**src/rtl/golomb_issue_arbiter.sv**
```systemverilog
// Shares one Golomb coder between the DC and AC requesters: round-robin issue, tag pipe, result FIFO.
// Optional issue counters are enabled with `define GOLOMB_ARB_STATS_EN.
`timescale 1ns/1ps
module golomb_issue_arbiter #(
    parameter int unsigned LATENCY    = 2,
    parameter int unsigned FIFO_DEPTH = 4
) (
    input  logic        clk,
    input  logic        reset_n,
    input  logic        dc_valid,
    output logic        dc_ready,
    input  logic [31:0] dc_val,
    input  logic [2:0]  dc_k,
    input  logic        ac_valid,
    output logic        ac_ready,
    input  logic [31:0] ac_val,
    input  logic [2:0]  ac_k,
    input  logic        ac_is_level,
    input  logic        ac_minus,
    input  logic [1:0]  ac_setbit,
    output logic        eg_input_valid,
    output logic [31:0] eg_val,
    output logic [2:0]  eg_k,
    output logic        eg_is_ac_level,
    output logic        eg_is_ac_minus_n,
    output logic [1:0]  eg_is_add_setbit,
    input  logic        eg_output_valid,
    input  logic [31:0] eg_sum,
    input  logic [31:0] eg_len,
    output logic        out_valid,
    input  logic        out_ready,
    output logic [31:0] out_code,
    output logic [31:0] out_len,
    output logic        out_src,
    input  logic        flush_req,
    output logic        flush_done,
    output logic        err
`ifdef GOLOMB_ARB_STATS_EN
    ,
    output logic [15:0] stat_dc_cnt,
    output logic [15:0] stat_ac_cnt
`endif
);

    localparam int unsigned AW   = $clog2(FIFO_DEPTH);
    localparam int unsigned CW   = $clog2(FIFO_DEPTH + 1);
    localparam int unsigned OW   = $clog2(FIFO_DEPTH + LATENCY + 1);
    localparam int unsigned LAST = LATENCY - 1;

    typedef enum logic [1:0] {StRun, StDrain, StDone} state_e;

    state_e               r_state, w_state_next;
    logic                 r_prio_ac;
    logic [LATENCY-1:0]   r_tag_v, r_tag_src;
    logic [64:0]          r_mem [FIFO_DEPTH];
    logic [AW-1:0]        r_wptr, r_rptr;
    logic [CW-1:0]        r_count;
    logic                 r_err;

    logic [OW-1:0]        w_tag_cnt, w_occ;
    logic                 w_allow, w_pick_ac, w_pick_dc, w_issue;
    logic                 w_empty, w_full, w_pop, w_push, w_push_err, w_tag_err;
    logic [64:0]          w_head;

    always_comb begin
        w_tag_cnt = '0;
        for (int i = 0; i < LATENCY; i++) begin
            w_tag_cnt = w_tag_cnt + OW'(r_tag_v[i]);
        end
    end

    // Credit counts results still inside the coder, so the FIFO can always absorb them.
    assign w_occ   = OW'(r_count) + w_tag_cnt;
    assign w_allow = (r_state == StRun) && (w_occ < OW'(FIFO_DEPTH));

    assign w_pick_ac = ac_valid && (!dc_valid || r_prio_ac);
    assign w_pick_dc = dc_valid && !w_pick_ac;
    assign dc_ready  = w_allow && w_pick_dc;
    assign ac_ready  = w_allow && w_pick_ac;
    assign w_issue   = dc_ready || ac_ready;

    assign eg_input_valid = w_issue;

    always_comb begin
        eg_val           = '0;
        eg_k             = '0;
        eg_is_ac_level   = 1'b0;
        eg_is_ac_minus_n = 1'b0;
        eg_is_add_setbit = '0;
        if (dc_ready) begin
            eg_val = dc_val;
            eg_k   = dc_k;
        end else if (ac_ready) begin
            eg_val           = ac_val;
            eg_k             = ac_k;
            eg_is_ac_level   = ac_is_level;
            eg_is_ac_minus_n = ac_minus;
            eg_is_add_setbit = ac_setbit;
        end
    end

    assign w_empty    = (r_count == '0);
    assign w_full     = (r_count == CW'(FIFO_DEPTH));
    assign w_pop      = !w_empty && out_ready;
    // A result without a tag is dropped; a full FIFO accepts only alongside a pop.
    assign w_push     = eg_output_valid && r_tag_v[LAST] && (!w_full || w_pop);
    assign w_push_err = eg_output_valid && r_tag_v[LAST] && w_full && !w_pop;
    assign w_tag_err  = (eg_output_valid != r_tag_v[LAST]);

    assign w_head    = r_mem[r_rptr];
    assign out_valid = !w_empty;
    assign out_code  = w_empty ? '0 : w_head[64:33];
    assign out_len   = w_empty ? '0 : w_head[32:1];
    assign out_src   = w_empty ? 1'b0 : w_head[0];
    assign err       = r_err;

    always_comb begin
        w_state_next = r_state;
        case (r_state)
            StRun:   if (flush_req) w_state_next = StDrain;
            StDrain: if (w_occ == '0) w_state_next = StDone;
            StDone:  w_state_next = StRun;
            default: w_state_next = StRun;
        endcase
    end

    assign flush_done = (r_state == StDone);

    always_ff @(posedge clk) begin
        if (w_push) r_mem[r_wptr] <= {eg_sum, eg_len, r_tag_src[LAST]};
    end

    always_ff @(posedge clk or negedge reset_n) begin
        if (!reset_n) begin
            r_state   <= StRun;
            r_prio_ac <= 1'b0;
            r_tag_v   <= '0;
            r_tag_src <= '0;
            r_wptr    <= '0;
            r_rptr    <= '0;
            r_count   <= '0;
            r_err     <= 1'b0;
        end else begin
            r_state    <= w_state_next;
            if (w_issue) r_prio_ac <= dc_ready;
            r_tag_v[0]   <= w_issue;
            r_tag_src[0] <= ac_ready;
            for (int i = 1; i < LATENCY; i++) begin
                r_tag_v[i]   <= r_tag_v[i-1];
                r_tag_src[i] <= r_tag_src[i-1];
            end
            if (w_push) r_wptr <= r_wptr + 1'b1;
            if (w_pop)  r_rptr <= r_rptr + 1'b1;
            r_count <= r_count + CW'(w_push) - CW'(w_pop);
            if (w_tag_err || w_push_err) r_err <= 1'b1;
        end
    end

`ifdef GOLOMB_ARB_STATS_EN
    logic [15:0] r_dc_cnt, r_ac_cnt;

    always_ff @(posedge clk or negedge reset_n) begin
        if (!reset_n) begin
            r_dc_cnt <= '0;
            r_ac_cnt <= '0;
        end else if (flush_done) begin
            r_dc_cnt <= '0;
            r_ac_cnt <= '0;
        end else begin
            if (dc_ready && (r_dc_cnt != 16'hFFFF)) r_dc_cnt <= r_dc_cnt + 16'd1;
            if (ac_ready && (r_ac_cnt != 16'hFFFF)) r_ac_cnt <= r_ac_cnt + 16'd1;
        end
    end

    assign stat_dc_cnt = r_dc_cnt;
    assign stat_ac_cnt = r_ac_cnt;
`endif

endmodule
```
**config.mk**
```make
export PLATFORM = sky130hd
export DESIGN_NAME = golomb_issue_arbiter
export DESIGN_NICKNAME = d
export VERILOG_FILES = /design/src/rtl/golomb_issue_arbiter.sv
export SDC_FILE = /design/constraint.sdc
export NUM_CORES = 1
export LEC_CHECK = 0
export CORE_MARGIN = 2
export CORE_UTILIZATION = 50
export CTS_BUF_LIST = sky130_fd_sc_hd__clkbuf_8 sky130_fd_sc_hd__clkbuf_16
export CTS_CLUSTER_DIAMETER = 120
export DETAILED_ROUTE_END_ITERATION = 12
export PLACE_DENSITY_LB_ADDON = 0.12
export SYNTH_ARGS = -nofsm -noshare
export SYNTH_HDL_FRONTEND = slang
export SYNTH_SLANG_ARGS = --single-unit
```
**constraint.sdc**
```tcl
create_clock -name clk -period 7.1 [get_ports clk]
set_input_delay 0.71 -clock clk [delete_from_list [all_inputs] [get_ports clk]]
set_output_delay 0.71 -clock clk [all_outputs]
set_load 0.05 [all_outputs]
```
==> results.toml <==
[timing]
maxSlewViolCount = 0
fmax_ghz = 0.209
setup_viol = 0
period_share_pct = 67.3
worst_pin_slew_ns = 1.29
fin_setup_tns_ns = 0
slew_headroom_pct = 14.0
hold_viol = 0
min_period_ns = 4.78
skew_ns = 0.0140
grt_setup_unrepaired = "false"

[pwr]
power.internal_w = 0.00383
report.power.total_w = 0.00627
seqPwrFrac_pct = 32.9
sw_frac_of_total_pct = 38.9
clkPwrFrac_pct = 22.9
p_comb_share_pct = 44.2
p_switching_w = 0.00244
peakVddDrop_mv = 0.204
p_per_area_nw_per_um2 = 416
leakagePower_nw = 4.88

[synth]
syn_avg_cell_area_um2 = 18.6
synth_edf_count = 260
ys_async_sr_fraction_pct = 5.45
synth_top_area_share_pct = 68.1
ys_ff_latch = 275
syn_area_um2 = 11500
synth_ff_type = "edfxtp_1"
seq_area_frac_synth_pct = 71.4
syn_nets = 771
yosysTopAreaCell = "edfxtp_1"
synth.distinct_cells = 32
synth_cells = 616
synth.area.top_cells = "edfxtp_1, mux4_2, o211ai_1"
ys_warn_count = 0

[route]
drt-vias-per-instance = 5.71
drt_iter0_markers = 370
drtAntennaViolNets = 0
first_pass_iters = 5
routedWlPerCell_um = 23.4
num_vias = 6635
wirelength_um = 27300
drc = 0

[clock_network]
cts.repair.resized = 0
cts_tree = "done"
worstSkewPairLatency_ns = 0.53
cts_buffer_depth = 3
ctsHoldBuffers = 0
cts_sinks = 275
cts_made_buffers = 28
post-cts-setup-buffer-count = 0
path_clk_slew_ns = 0.06
cts_root_buf = "clkbuf_16"
cts_max_level = 1

[cells_and_area]
fin_nets = 1011
antenna_cells = 0
design_area_um2 = 15100
area_growth_pct = 31.4
drive_above_1_share_pct = 13.6
final_cells = 1163
final_core_util_pct = 66.7

[critical_path]
cp-end-kind = "output pin"
cp_max_fo = 38
cp_data_arrival_time_ns = 4.07
critical_path_class = "flop to output pin"
start_kind = "flop"
cp.required_ns = 6.39

[place]
dp_cells = 1111
place_congestion = 0.955
dpl.hpwl_um = 17000
dpl_cell_area_um2 = 14100
port_buffers = 254

[global_routing]
grt_first_pass_wirelength_um = 41300
grt_max_degree = 69
grtUsageTotal_pct = 22.6
overflow = 0
grt_pass1_vias = 7295
antenna_found_initial = 1

[die]
rows = 55
fp.dieArea_um2 = 24100
fp.coreArea_um2 = 22600
start_util_pct = 50.8
io_pins = 255
die_h_um = 155
die_x_um = 155

[min_path]
worstHoldPathType = "flop to flop"

[status]
status = "finished, final reports clean"

[run]
maxCapViolations = 0
[registers in the layout (all words and copies together) (netlist names), 2 cells and up]
signal and cells:
r_count 3, r_mem 260, r_rptr 2, r_state 2
r_tag_src 2, r_tag_v 2, r_wptr 2
[logic make-up (layout without fill, tap and decap cells)]
logic type	after synthesis	count (layout)	synth area share [%]
AO/OA/AOI/OAI	111	111	6.48
XOR/XNOR	6	6	0.459
adder cells (fa/ha/maj)	10	10	1.22
buffers and inverters	62	324	2.87
flip-flops	275	275	71.4
multiplexers	66	66	12.9
AND/OR/NAND/NOR	86	86	4.69
[routing by layer]
layer  wire (µm)  vias to the layer above  track usage (%)
met4         691                        0             7.25
met2       14600                      260             41.6
li1            -                     2974                -
met3        1920                       39             5.24
met5           0                        -                0
met1       10000                     3362             26.0
[stage by stage]
stage                     setup slack (ns)  hold slack [ns]
final                                 2.32            0.395
after global routing                  2.07            0.414
after floorplan                       3.79            0.331
after global placement                2.70            0.362
after detailed placement              2.64            0.372
after CTS                             2.28            0.395
[synthesized netlist by cell type, types with 2 or more instances]
cell and instances:
edfxtp_1 260, and2_1 71, o211ai_1 70, mux4_2 65
a21oi_1 37, clkbuf_1 27, dfrtp_1 15, buf_2 13
inv_1 12, ha_1 8, and3_1 4, buf_12 4
xnor2_1 3, xor2_1 3, buf_1 2, buf_4 2
fa_1 2, nor2b_1 2, nor3_1 2, or3_1 2
[worst paths after layout]
path	endpoint	cells after the start	slack, ns	start
hold / removal	r_tag_v[1]	0	0.40	r_tag_v[0]
max in group asynchronous	r_rptr[0]	1	5.83	reset_n
min in group asynchronous	r_tag_src[0]	1	0.65	reset_n
hold reg to reg	r_tag_v[1]	0	0.40	r_tag_v[0]
setup reg to reg	r_count[2]	7	4.05	r_count[1]
setup / recovery	eg_val[27]	8	2.32	r_count[0]
[critical path, stage by stage (launching register included)]
cell and delay, ns:
dfrtp_1 0.40, inv_1 0.07, fa_1 0.35, inv_1 0.08, ha_1 0.16, xor2_1 0.12
or3_1 0.84, a21oi_1 0.61, clkdlybuf4s50_1 0.90
[power groups by stage]
stage	clock, W	sequential (W)	combinational, W
2_1_floorplan	0	0.00195	0.00207
3_3_place_gp	0	0.00210	0.00277
3_5_place_dp	0	0.00210	0.00278
4_1_cts	0.00146	0.00207	0.00280
5_1_grt	0.00153	0.00209	0.00290
6_report	0.00144	0.00206	0.00277
[placed cells by master (no fill, tap or decap), types with 5 or more instances in the layout]
cell / Yosys / layout
inv_1: 12 / 17
clkdlybuf4s50_1: 0 / 254
clkinv_2: 0 / 5
and2_1: 71 / 67
edfxtp_1: 260 / 260
ha_1: 8 / 8
a21oi_1: 37 / 37
clkinv_1: 1 / 7
clkbuf_16: 0 / 29
mux4_2: 65 / 65
buf_4: 2 / 5
dfrtp_1: 15 / 13
o211ai_1: 70 / 70
[area by class of cell]
class / count / area, µm²
Clock buffer: 30 / 739
Clock inverter: 22 / 180
Inverter: 13 / 48.8
Tap cell: 285 / 357
Timing Repair Buffer: 259 / 2580
Sequential cell: 275 / 8190
Multi-Input combinational cell: 279 / 2960
Fill cell: 1583 / 7520
(Power assumes the default switching activity.)
